**config.mk**
```make
export PLATFORM = sky130hd
export DESIGN_NAME = multicycle_sequencer_flat
export DESIGN_NICKNAME = d
export VERILOG_FILES = /design/src/rtl/multicycle_sequencer_if.sv /design/src/rtl/multicycle_sequencer.sv /design/src/flat_wrapper.sv
export SDC_FILE = /design/constraint.sdc
export NUM_CORES = 1
export LEC_CHECK = 0
export BUFFER_PORTS_ARGS = -buffer_cell sky130_fd_sc_hd__buf_4
export CAP_MARGIN = 20
export CELL_PAD_IN_SITES_DETAIL_PLACEMENT = 0
export CELL_PAD_IN_SITES_GLOBAL_PLACEMENT = 2
export CORE_UTILIZATION = 30
export CTS_CLUSTER_DIAMETER = 40
export CTS_CLUSTER_SIZE = 28
export DETAILED_ROUTE_END_ITERATION = 6
export GPL_TIMING_DRIVEN = 0
export MAX_ROUTING_LAYER = met4
export PLACE_DENSITY = 0.82
export SYNTH_ARGS = -nofsm -noshare
export SYNTH_HDL_FRONTEND = slang
export SYNTH_SLANG_ARGS = --single-unit
```
**constraint.sdc**
```tcl
create_clock -name clk -period 2.9 [get_ports clk]
set_input_delay 0.29 -clock clk [delete_from_list [all_inputs] [get_ports clk]]
set_output_delay 0.29 -clock clk [all_outputs]
set_load 0.02 [all_outputs]
```
**src/rtl/multicycle_sequencer_if.sv**
```systemverilog
// Control bus between the multi-cycle sequencer and the datapath/memory side.
// The master modport is the sequencer; the slave modport is the datapath and memory.
interface multicycle_sequencer_if #(
    parameter int CNT_W = 32
);
    logic [6:0]       opcode;
    logic             zero;
    logic             mem_ready;
    logic             mem_req;
    logic             mem_we;
    logic             i_or_d;
    logic             ir_write;
    logic             pc_write;
    logic             pc_src;
    logic             reg_write;
    logic             mem_to_reg;
    logic             alu_src_a;
    logic [1:0]       alu_src_b;
    logic [1:0]       alu_op;
    logic             illegal;
    logic             mem_err;
    logic [CNT_W-1:0] retire_count;

    modport master (
        input  opcode, zero, mem_ready,
        output mem_req, mem_we, i_or_d, ir_write, pc_write, pc_src, reg_write,
               mem_to_reg, alu_src_a, alu_src_b, alu_op, illegal, mem_err,
               retire_count
    );

    modport slave (
        output opcode, zero, mem_ready,
        input  mem_req, mem_we, i_or_d, ir_write, pc_write, pc_src, reg_write,
               mem_to_reg, alu_src_a, alu_src_b, alu_op, illegal, mem_err,
               retire_count
    );
endinterface

```
**src/rtl/multicycle_sequencer.sv**
```systemverilog
// Multi-cycle RISC-V control FSM sharing one memory port for fetch and data,
// with a memory wait timeout and a retired-instruction counter.
//   state  | meaning
//   FETCH  | read instruction at PC, PC <= PC+4 on completion
//   DECODE | latch opcode class, precompute branch target into ALUOut
//   EXEC   | address / ALU op / branch compare
//   MEM    | data load or store at ALUOut
//   WB     | register file write from ALUOut or memory data
module multicycle_sequencer #(
    parameter int MEM_TIMEOUT = 16,
    parameter int CNT_W       = 32
) (
    input logic                    clk,
    input logic                    reset,
    multicycle_sequencer_if.master bus
);
    localparam int TMO_W = $clog2(MEM_TIMEOUT + 1);

    typedef enum logic [2:0] {
        FETCH  = 3'd0,
        DECODE = 3'd1,
        EXEC   = 3'd2,
        MEM    = 3'd3,
        WB     = 3'd4
    } state_e;

    typedef enum logic [2:0] {
        CL_R   = 3'd0,
        CL_I   = 3'd1,
        CL_LD  = 3'd2,
        CL_ST  = 3'd3,
        CL_BEQ = 3'd4,
        CL_ILL = 3'd5
    } class_e;

    state_e             state_q, state_d;
    class_e             class_q, class_d;
    logic [TMO_W-1:0]   tmo_q, tmo_d;
    logic [CNT_W-1:0]   retire_q, retire_d;

    logic       mem_req, mem_we, i_or_d, ir_write, pc_write, pc_src;
    logic       reg_write, mem_to_reg, alu_src_a, illegal, mem_err;
    logic [1:0] alu_src_b, alu_op;
    logic       retire, tmo_last, waiting;
    class_e     dec_class;

    always_comb begin
        unique case (bus.opcode)
            7'b0110011: dec_class = CL_R;
            7'b0010011: dec_class = CL_I;
            7'b0000011: dec_class = CL_LD;
            7'b0100011: dec_class = CL_ST;
            7'b1100011: dec_class = CL_BEQ;
            default:    dec_class = CL_ILL;
        endcase
    end

    // Reaching this count on a further wait cycle is the MEM_TIMEOUT-th consecutive wait.
    assign tmo_last = (tmo_q == TMO_W'(MEM_TIMEOUT - 1));

    always_comb begin
        state_d    = state_q;
        class_d    = class_q;
        mem_req    = 1'b0;
        mem_we     = 1'b0;
        i_or_d     = 1'b0;
        ir_write   = 1'b0;
        pc_write   = 1'b0;
        pc_src     = 1'b0;
        reg_write  = 1'b0;
        mem_to_reg = 1'b0;
        alu_src_a  = 1'b0;
        alu_src_b  = 2'b00;
        alu_op     = 2'b00;
        illegal    = 1'b0;
        mem_err    = 1'b0;
        retire     = 1'b0;

        case (state_q)
            FETCH: begin
                mem_req   = 1'b1;
                alu_src_b = 2'b01;
                if (bus.mem_ready) begin
                    ir_write = 1'b1;
                    pc_write = 1'b1;
                    state_d  = DECODE;
                end else if (tmo_last) begin
                    mem_err = 1'b1;
                    state_d = FETCH;
                end
            end
            DECODE: begin
                alu_src_b = 2'b10;
                class_d   = dec_class;
                if (dec_class == CL_ILL) begin
                    illegal = 1'b1;
                    state_d = FETCH;
                end else begin
                    state_d = EXEC;
                end
            end
            EXEC: begin
                alu_src_a = 1'b1;
                case (class_q)
                    CL_R: begin
                        alu_op  = 2'b10;
                        state_d = WB;
                    end
                    CL_I: begin
                        alu_src_b = 2'b10;
                        alu_op    = 2'b10;
                        state_d   = WB;
                    end
                    CL_LD, CL_ST: begin
                        alu_src_b = 2'b10;
                        state_d   = MEM;
                    end
                    CL_BEQ: begin
                        alu_op   = 2'b01;
                        pc_src   = 1'b1;
                        pc_write = bus.zero;
                        retire   = 1'b1;
                        state_d  = FETCH;
                    end
                    default: state_d = FETCH;
                endcase
            end
            MEM: begin
                mem_req = 1'b1;
                i_or_d  = 1'b1;
                mem_we  = (class_q == CL_ST);
                if (bus.mem_ready) begin
                    if (class_q == CL_LD) begin
                        state_d = WB;
                    end else begin
                        retire  = 1'b1;
                        state_d = FETCH;
                    end
                end else if (tmo_last) begin
                    mem_err = 1'b1;
                    state_d = FETCH;
                end
            end
            WB: begin
                reg_write  = 1'b1;
                mem_to_reg = (class_q == CL_LD);
                retire     = 1'b1;
                state_d    = FETCH;
            end
            default: state_d = FETCH;
        endcase

        if (reset) begin
            mem_req    = 1'b0;
            mem_we     = 1'b0;
            i_or_d     = 1'b0;
            ir_write   = 1'b0;
            pc_write   = 1'b0;
            pc_src     = 1'b0;
            reg_write  = 1'b0;
            mem_to_reg = 1'b0;
            alu_src_a  = 1'b0;
            alu_src_b  = 2'b00;
            alu_op     = 2'b00;
            illegal    = 1'b0;
            mem_err    = 1'b0;
            retire     = 1'b0;
        end

        // Any non-wait cycle (or an abort) restarts the consecutive-wait count.
        waiting  = mem_req && !bus.mem_ready;
        tmo_d    = (waiting && !mem_err) ? tmo_q + TMO_W'(1) : '0;
        retire_d = retire ? retire_q + CNT_W'(1) : retire_q;
    end

    always_ff @(posedge clk) begin
        if (reset) begin
            state_q  <= FETCH;
            class_q  <= CL_R;
            tmo_q    <= '0;
            retire_q <= '0;
        end else begin
            state_q  <= state_d;
            class_q  <= class_d;
            tmo_q    <= tmo_d;
            retire_q <= retire_d;
        end
    end

    assign bus.mem_req      = mem_req;
    assign bus.mem_we       = mem_we;
    assign bus.i_or_d       = i_or_d;
    assign bus.ir_write     = ir_write;
    assign bus.pc_write     = pc_write;
    assign bus.pc_src       = pc_src;
    assign bus.reg_write    = reg_write;
    assign bus.mem_to_reg   = mem_to_reg;
    assign bus.alu_src_a    = alu_src_a;
    assign bus.alu_src_b    = alu_src_b;
    assign bus.alu_op       = alu_op;
    assign bus.illegal      = illegal;
    assign bus.mem_err      = mem_err;
    assign bus.retire_count = retire_q;
endmodule

```
**src/flat_wrapper.sv**
```systemverilog
// flat-port wrapper written by rule: the top's interface ports become plain ports
module multicycle_sequencer_flat 
#(
    parameter int MEM_TIMEOUT = 16,
    parameter int CNT_W       = 32
)
  (clk, reset, bus_opcode, bus_zero, bus_mem_ready, bus_mem_req, bus_mem_we, bus_i_or_d, bus_ir_write, bus_pc_write, bus_pc_src, bus_reg_write, bus_mem_to_reg, bus_alu_src_a, bus_alu_src_b, bus_alu_op, bus_illegal, bus_mem_err, bus_retire_count);
  multicycle_sequencer_if #(.CNT_W(CNT_W)) bus_i ();
  input logic clk;
  input logic reset;
  input wire logic [$bits(bus_i.opcode)-1:0] bus_opcode;
  input wire logic [$bits(bus_i.zero)-1:0] bus_zero;
  input wire logic [$bits(bus_i.mem_ready)-1:0] bus_mem_ready;
  output wire logic [$bits(bus_i.mem_req)-1:0] bus_mem_req;
  output wire logic [$bits(bus_i.mem_we)-1:0] bus_mem_we;
  output wire logic [$bits(bus_i.i_or_d)-1:0] bus_i_or_d;
  output wire logic [$bits(bus_i.ir_write)-1:0] bus_ir_write;
  output wire logic [$bits(bus_i.pc_write)-1:0] bus_pc_write;
  output wire logic [$bits(bus_i.pc_src)-1:0] bus_pc_src;
  output wire logic [$bits(bus_i.reg_write)-1:0] bus_reg_write;
  output wire logic [$bits(bus_i.mem_to_reg)-1:0] bus_mem_to_reg;
  output wire logic [$bits(bus_i.alu_src_a)-1:0] bus_alu_src_a;
  output wire logic [$bits(bus_i.alu_src_b)-1:0] bus_alu_src_b;
  output wire logic [$bits(bus_i.alu_op)-1:0] bus_alu_op;
  output wire logic [$bits(bus_i.illegal)-1:0] bus_illegal;
  output wire logic [$bits(bus_i.mem_err)-1:0] bus_mem_err;
  output wire logic [$bits(bus_i.retire_count)-1:0] bus_retire_count;
  assign bus_i.opcode = bus_opcode;
  assign bus_i.zero = bus_zero;
  assign bus_i.mem_ready = bus_mem_ready;
  assign bus_mem_req = bus_i.mem_req;
  assign bus_mem_we = bus_i.mem_we;
  assign bus_i_or_d = bus_i.i_or_d;
  assign bus_ir_write = bus_i.ir_write;
  assign bus_pc_write = bus_i.pc_write;
  assign bus_pc_src = bus_i.pc_src;
  assign bus_reg_write = bus_i.reg_write;
  assign bus_mem_to_reg = bus_i.mem_to_reg;
  assign bus_alu_src_a = bus_i.alu_src_a;
  assign bus_alu_src_b = bus_i.alu_src_b;
  assign bus_alu_op = bus_i.alu_op;
  assign bus_illegal = bus_i.illegal;
  assign bus_mem_err = bus_i.mem_err;
  assign bus_retire_count = bus_i.retire_count;
  multicycle_sequencer #(.MEM_TIMEOUT(MEM_TIMEOUT), .CNT_W(CNT_W)) u_core (.clk(clk), .reset(reset), .bus(bus_i));
endmodule
```
==> results of run 1 <==
==> synthesized netlist by cell type (4+ instances only) <==
library cell  count
a2111oi_0         4
nor2_1           37
a211oi_1         10
o21ai_0          15
nor3_1            7
nand2_1          20
and3_1            5
nand2b_1          4
clkbuf_1         11
inv_1             9
and4_1            4
nand4_1           8
a21oi_1          22
xnor2_1          16
dfxtp_1          43
or3_1             8
nand3_1          14
nor2b_1           4
==> registers in the layout (all words and copies together), names as in the netlist <==
name / cells
u_core.bus.retire_count: 32
u_core.class_q: 3
u_core.state_q: 3
u_core.tmo_q: 5
==> power breakdown <==
group	leakage (nW)	switching (W)	total (W)	internal, W
Sequential	0.347	0.00000492	0.000599	0.000594
Clock	0.0654	0.000218	0.000563	0.000345
Combinational	0.642	0.0000399	0.0000667	0.0000268
==> through the flow <==
stage          hold WS, ns   util
2_1_floorplan        0.418      -
3_3_place_gp         0.431  0.384
3_5_place_dp         0.439  0.384
4_1_cts              0.273  0.402
5_1_grt              0.296  0.402
6_report             0.282  0.402
==> critical path, cell delays in order (launching register included) <==
cell and delay [ns]:
dfxtp_1 0.30, buf_4 0.15, or2_2 0.29, clkbuf_1 0.21, nor3_1 0.47, and3b_1 0.23, buf_4 0.14
==> logic make-up (layout without fill, tap and decap cells) <==
group                    count (synthesis)  in the layout  share of synthesized area
flip-flops                              43             43                      0.387
buffers and inverters                   24             88                     0.0467
adder cells (fa/ha/maj)                  3              3                     0.0169
AO/OA/AOI/OAI                           62             62                      0.176
XOR/XNOR                                18             18                     0.0708
AND/OR/NAND/NOR                        127            127                      0.298
multiplexers                             1              1                    0.00506
==> worst min-delay path by stage <==
stage	to	cells after the start	from	slack, ns
floorplan	u_core.tmo_q[0]	1	u_core.tmo_q[0]	0.42
global placement	u_core.tmo_q[0]	1	u_core.tmo_q[0]	0.43
detailed placement	u_core.tmo_q[0]	1	u_core.tmo_q[0]	0.44
CTS	u_core.state_q[0]	3	bus_mem_ready	0.27
global route	u_core.state_q[0]	3	bus_mem_ready	0.30
finish	u_core.state_q[0]	3	bus_mem_ready	0.28
==> area by class of cell <==
class | count | area share
buffer | 15 | 0.0241
multi-input combinational | 211 | 0.434
inverter | 9 | 0.0116
sequential | 43 | 0.297
tap | 99 | 0.0427
clock buffer | 6 | 0.0250
timing repair buffer | 56 | 0.145
clock inverter | 2 | 0.0207
==> per-layer routing <==
layer,vias up,wire (um),part of all wire
met5,-,0,0
met4,0,95,0.016
met3,7,199,0.034
met2,51,2610,0.44
met1,1016,3020,0.51
li1,1120,-,-
==> flow_metrics.env, run 1 <==
export IMPL_dpl_hpwl_um=4270
export IMPL_grt_busiest_layer="met2"
export IMPL_via_per_inst=4.98
export IMPL_dr_total_vias=2194
export IMPL_critPathLaunchType="flop"
export IMPL_synthFlopType="dfxtp_1"
export IMPL_tns_ns=0
export IMPL_timing_rr_start="u_core.bus.retire_count[4]"
export IMPL_syn_num_nets=292
export IMPL_grt_pass1_wl_um=9480
export IMPL_postPlaceCellArea_um2=2770
export IMPL_h_tree_depth=2
export IMPL_synth_cells=278
export IMPL_post_place_ws_ns=0.559
export IMPL_synthDominantCellAreaShare=0.387
export IMPL_synthTopCellsByArea="dfxtp_1 (39%), xnor2_1 (6.3%), nor2_1 (6.2%)"
export IMPL_finalNetCount=355
export IMPL_violations="DRC"
export IMPL_wire_per_inst_um=13.4
export IMPL_fp_dieArea_um2=7770
export IMPL_multiInputGateArea_um2=1260
export IMPL_grt_pass1_vias=1990
export IMPL_worst_pin_slew_ns=0.835
export IMPL_p_total_w=0.00123
export IMPL_finalSetupViolations=0
export IMPL_regArea_um2=861
export IMPL_cts_inserted_buffers=5
export IMPL_grt_met1_usage=0.219
export IMPL_endpoint="bus_mem_err"
export IMPL_cts_root_buf="clkbuf_8"
export IMPL_finalCritPeriodShare=0.817
export IMPL_io_buffer_count=56
export IMPL_drt_initial_drc_count=74
export IMPL_cap_violations=0
export IMPL_rr_endpoint="u_core.bus.retire_count[20]"
export IMPL_startpoint="u_core.state_q[2]"
export IMPL_min_path_type="primary input to flop"
export IMPL_postLayoutCellArea_um2=2900
export IMPL_synth_seq_cells=43
export IMPL_cts_hold_buffers=0
export IMPL_die_w_um=88.1
export IMPL_ys_warn_count=0
export IMPL_synth_area_um2=2230
export IMPL_rows=31
export IMPL_setup_slack_ns=0.530
export IMPL_die_height_um=88.1
export IMPL_ir_worst_vdd_v=0.000183
export IMPL_yosys_area_top_type="dfxtp_1"
export IMPL_antenna_cells=0
export IMPL_area_growth_pct=30.4
export IMPL_postCtsSetupBuffers=0
export IMPL_first_pass_iters=6
export IMPL_r2r_setup_slack_ns=0.54
export IMPL_cts_tree="built"
export IMPL_grt_usage=0.162
export IMPL_arrival_ns=2.08
export IMPL_fmax_mhz=422
export IMPL_cts_sinks=43
export IMPL_grt_max_degree=14
export IMPL_power_leakage_nw=1.05
export IMPL_min_period_ns=2.37
export IMPL_final_cell_count_no_fill=441
export IMPL_final_antenna_net_count=0
export IMPL_layout_drive_gt1_share=0.213
export IMPL_cp_max_fo=10
export IMPL_yosysSeqAreaShare=0.387
export IMPL_rsz0062_at_grt="false"
export IMPL_crit_path_end_kind="output port"
export IMPL_met2_usage=0.248
export IMPL_crit_type="flop to output port"
export IMPL_mostFrequentLayoutCell="buf_4"
export IMPL_finClkSkew_ns=0.0139
export IMPL_dp_cells=433
export IMPL_required_ns=2.61
export IMPL_coreArea_um2=7210
export IMPL_clk_latency_ns=0.30
export IMPL_power_density_nw_per_um2=423
export IMPL_place_gp_congestion=0.778
export IMPL_io_pins=58
export IMPL_synth_edff_count=0
export IMPL_layout_common_cells="buf_4 (57), dfxtp_1 (43), nor2_1 (37)"
export IMPL_maxSlewHeadroom=0.440
export IMPL_start_util=0.309
export IMPL_grt_use_met3=0.0236
export IMPL_ctsResizeCount=0
export IMPL_ys_types=39
export IMPL_wl_um=5930
export IMPL_fill_cells=797
export IMPL_hold_viol_final=0
export IMPL_syn_area_per_cell_um2=8.01
export IMPL_grt_ovfl_total=0
export IMPL_outcome="finished, violations left"
export IMPL_drc_errors=2
export IMPL_async_reset_ff_frac=0
export IMPL_antenna_found_initial=0
export IMPL_path_clk_slew_ns=0.08
export IMPL_reg2reg_depth=7
export IMPL_drv_slew=0
export IMPL_cts_buffer_depth=2
(Power assumes the default switching activity.)
==> run 2, diff against run 1 <==
Settings changed: CORE_UTILIZATION 30 to 27, PLACE_DENSITY 0.82 to 0.78.
Clock period 2.9 ns to 2.15 ns, I/O delays scaled along.
==> run 2 against run 1 <==
The run ends with setup timing left; clock skew fell by 0.0018 ns; die area is 11% higher; non-clock buffer count grew 12; cell count grew 3.4%; clock-buffer cell count unchanged; core utilization fell by 0.98 points; hold slack got worse by 0.077 ns; final area grew 6.1%; global-route usage down 0.53 points.
==> flow_metrics.env, run 2 (synthesized netlist as in run 1, its figures left out) <==
export IMPL_outcome="finished, violations left"
export IMPL_violations="setup timing"
export IMPL_r2r_setup_slack_ns=-0.07
export IMPL_finClkSkew_ns=0.0121
export IMPL_crit_type="flop to flop"
export IMPL_dpl_hpwl_um=4440
export IMPL_setup_slack_ns=-0.0695
export IMPL_rr_endpoint="u_core.bus.retire_count[27]"
export IMPL_hold_viol_final=0
export IMPL_drv_slew=0
export IMPL_layout_common_cells="buf_4 (70), dfxtp_1 (41), nor2_1 (36)"
export IMPL_timing_rr_start="u_core.state_q[2]"
export IMPL_grt_max_degree=14
export IMPL_h_tree_depth=2
export IMPL_coreArea_um2=7850
export IMPL_first_pass_iters=4
export IMPL_fp_dieArea_um2=8610
export IMPL_fmax_mhz=451
export IMPL_grt_pass1_vias=2149
export IMPL_die_w_um=92.8
export IMPL_tns_ns=-0.195
export IMPL_cp_slowest_cell="a2111o_1"
export IMPL_finalCritPeriodShare=1.03
export IMPL_die_height_um=92.8
export IMPL_min_path_type="primary input to flop"
export IMPL_rows=32
export IMPL_reg2reg_depth=7
export IMPL_io_pins=58
export IMPL_cts_root_buf="clkbuf_8"
export IMPL_drc_errors=0
export IMPL_min_period_ns=2.22
export IMPL_maxSlewHeadroom=0.607
export IMPL_antenna_found_initial=0
export IMPL_power_leakage_nw=1.13
export IMPL_p_total_w=0.00166
export IMPL_finalNetCount=367
export IMPL_mostFrequentLayoutCell="buf_4"
export IMPL_cp_num_buf_inv=2
export IMPL_io_buffer_count=56
export IMPL_path_clk_slew_ns=0.09
export IMPL_cp_max_fo=8
export IMPL_cap_violations=0
export IMPL_worst_path_stages=7
export IMPL_critPathLaunchType="flop"
export IMPL_fin_util=0.393
export IMPL_rsz0062_at_grt="true"
export IMPL_arrival_ns=2.45
export IMPL_worst_path_most_repeated_cell="buf_6"
export IMPL_ir_worst_vdd_v=0.000274
export IMPL_startpoint="u_core.state_q[2]"
export IMPL_required_ns=2.38
export IMPL_final_antenna_net_count=0
export IMPL_crit_path_end_kind="flop"
export IMPL_worst_pin_slew_ns=0.589
export IMPL_endpoint="u_core.bus.retire_count[27]"
export IMPL_post_place_ws_ns=-0.231
export IMPL_wire_per_inst_um=13.9
export IMPL_wl_um=6340
export IMPL_clk_latency_ns=0.30
export IMPL_max_stage_delay_ns=0.53
export IMPL_via_per_inst=4.93
export IMPL_place_gp_congestion=0.775
export IMPL_power_density_nw_per_um2=539
export IMPL_finalSetupViolations=7
export IMPL_cpLargestDelayFamily="compound AO/OA/AOI/OAI gates"
export IMPL_postLayoutCellArea_um2=3080
export IMPL_cts_hold_buffers=0
export IMPL_postPlaceCellArea_um2=2770
export IMPL_grt_pass1_wl_um=10400
export IMPL_start_util=0.284
export IMPL_antenna_cells=0
export IMPL_layout_drive_gt1_share=0.274
export IMPL_area_growth_pct=38.4
export IMPL_grt_ovfl_total=0
export IMPL_cts_tree="built"
export IMPL_largest_register_ffs=32
export IMPL_drt_initial_drc_count=58
export IMPL_dr_total_vias=2249
export IMPL_cts_sinks=43
export IMPL_cts_buffer_depth=2
export IMPL_cp_cell_sequence="buf_6, or3b_4, o21a_1, buf_6, a2111o_1, or3_1, a21oi_1"
export IMPL_cts_inserted_buffers=5
export IMPL_grt_usage=0.157
## run 2: changes by cell type in the layout (fill, tap and decap cells not counted), moves of 2 or more
cell,delta
a2111oi_1,+2
a2111oi_0,-2
buf_4,+13
clkbuf_1,-3
dfxtp_1,-2
a211oi_2,+3
buf_2,-2
a211oi_1,-3
buf_6,+2
## run 2: what timing repair did
item	4_1_cts	5_1_grt
endpoints found under the hold margin	0	0
setup endpoints to repair	20	23
gates resized for setup	13	16
pin swaps	11	10
buffers inserted	10	4
## run 2: how the worst min path moves through the flow
| stage | from | to | slack (ns) | depth (start not counted) |
|---|---|---|---|---|
| final | bus_mem_ready | u_core.state_q[0] | 0.21 | 3 |
| after floorplan | bus_mem_ready | u_core.state_q[0] | 0.36 | 2 |
| after CTS | bus_mem_ready | u_core.state_q[0] | 0.20 | 3 |
| after global routing | bus_mem_ready | u_core.state_q[0] | 0.21 | 3 |
| after detailed placement | u_core.tmo_q[0] | u_core.tmo_q[0] | 0.44 | 1 |
| after global placement | u_core.tmo_q[0] | u_core.tmo_q[0] | 0.43 | 1 |
## run 2: area by class of cell
cell class	instances	area [um^2]
plain buffers	13	85.1
fillers	872	4770
inverters	9	33.8
well taps	102	128
clock buffers	6	72.6
flip-flops and latches	43	866
clock inverters	2	60.1
multi-input cells	211	1300
repair buffers	70	533
## run 2: per-layer routing
metal	track usage	wire, um	vias to the layer above
met3	0.0353	258	5
met2	0.239	2900	54
met4	0.0385	65	0
met1	0.211	3110	1046
met5	-	0	-
li1	-	-	1144
## run 2: through the flow
stage | instances | hold slack, ns
global placement | 436 | 0.433
finish | 456 | 0.206
global route | 456 | 0.213
floorplan | 278 | 0.355
CTS | 453 | 0.199
detailed placement | 436 | 0.444
## run 2: worst min-delay path: cells and delay by family
kind / cells / cell delay, ns
AO/OA/AOI/OAI: 1 / 0.06
buffers and inverters: 1 / 0.13
AND/OR/NAND/NOR: 1 / 0.06
## run 2: where the power goes
part | internal, W | leakage, nW | switching [W]
clock | 0.000465 | 0.0654 | 0.000294
sequential | 0.000800 | 0.348 | 0.00000736
combinational | 0.0000381 | 0.718 | 0.0000563
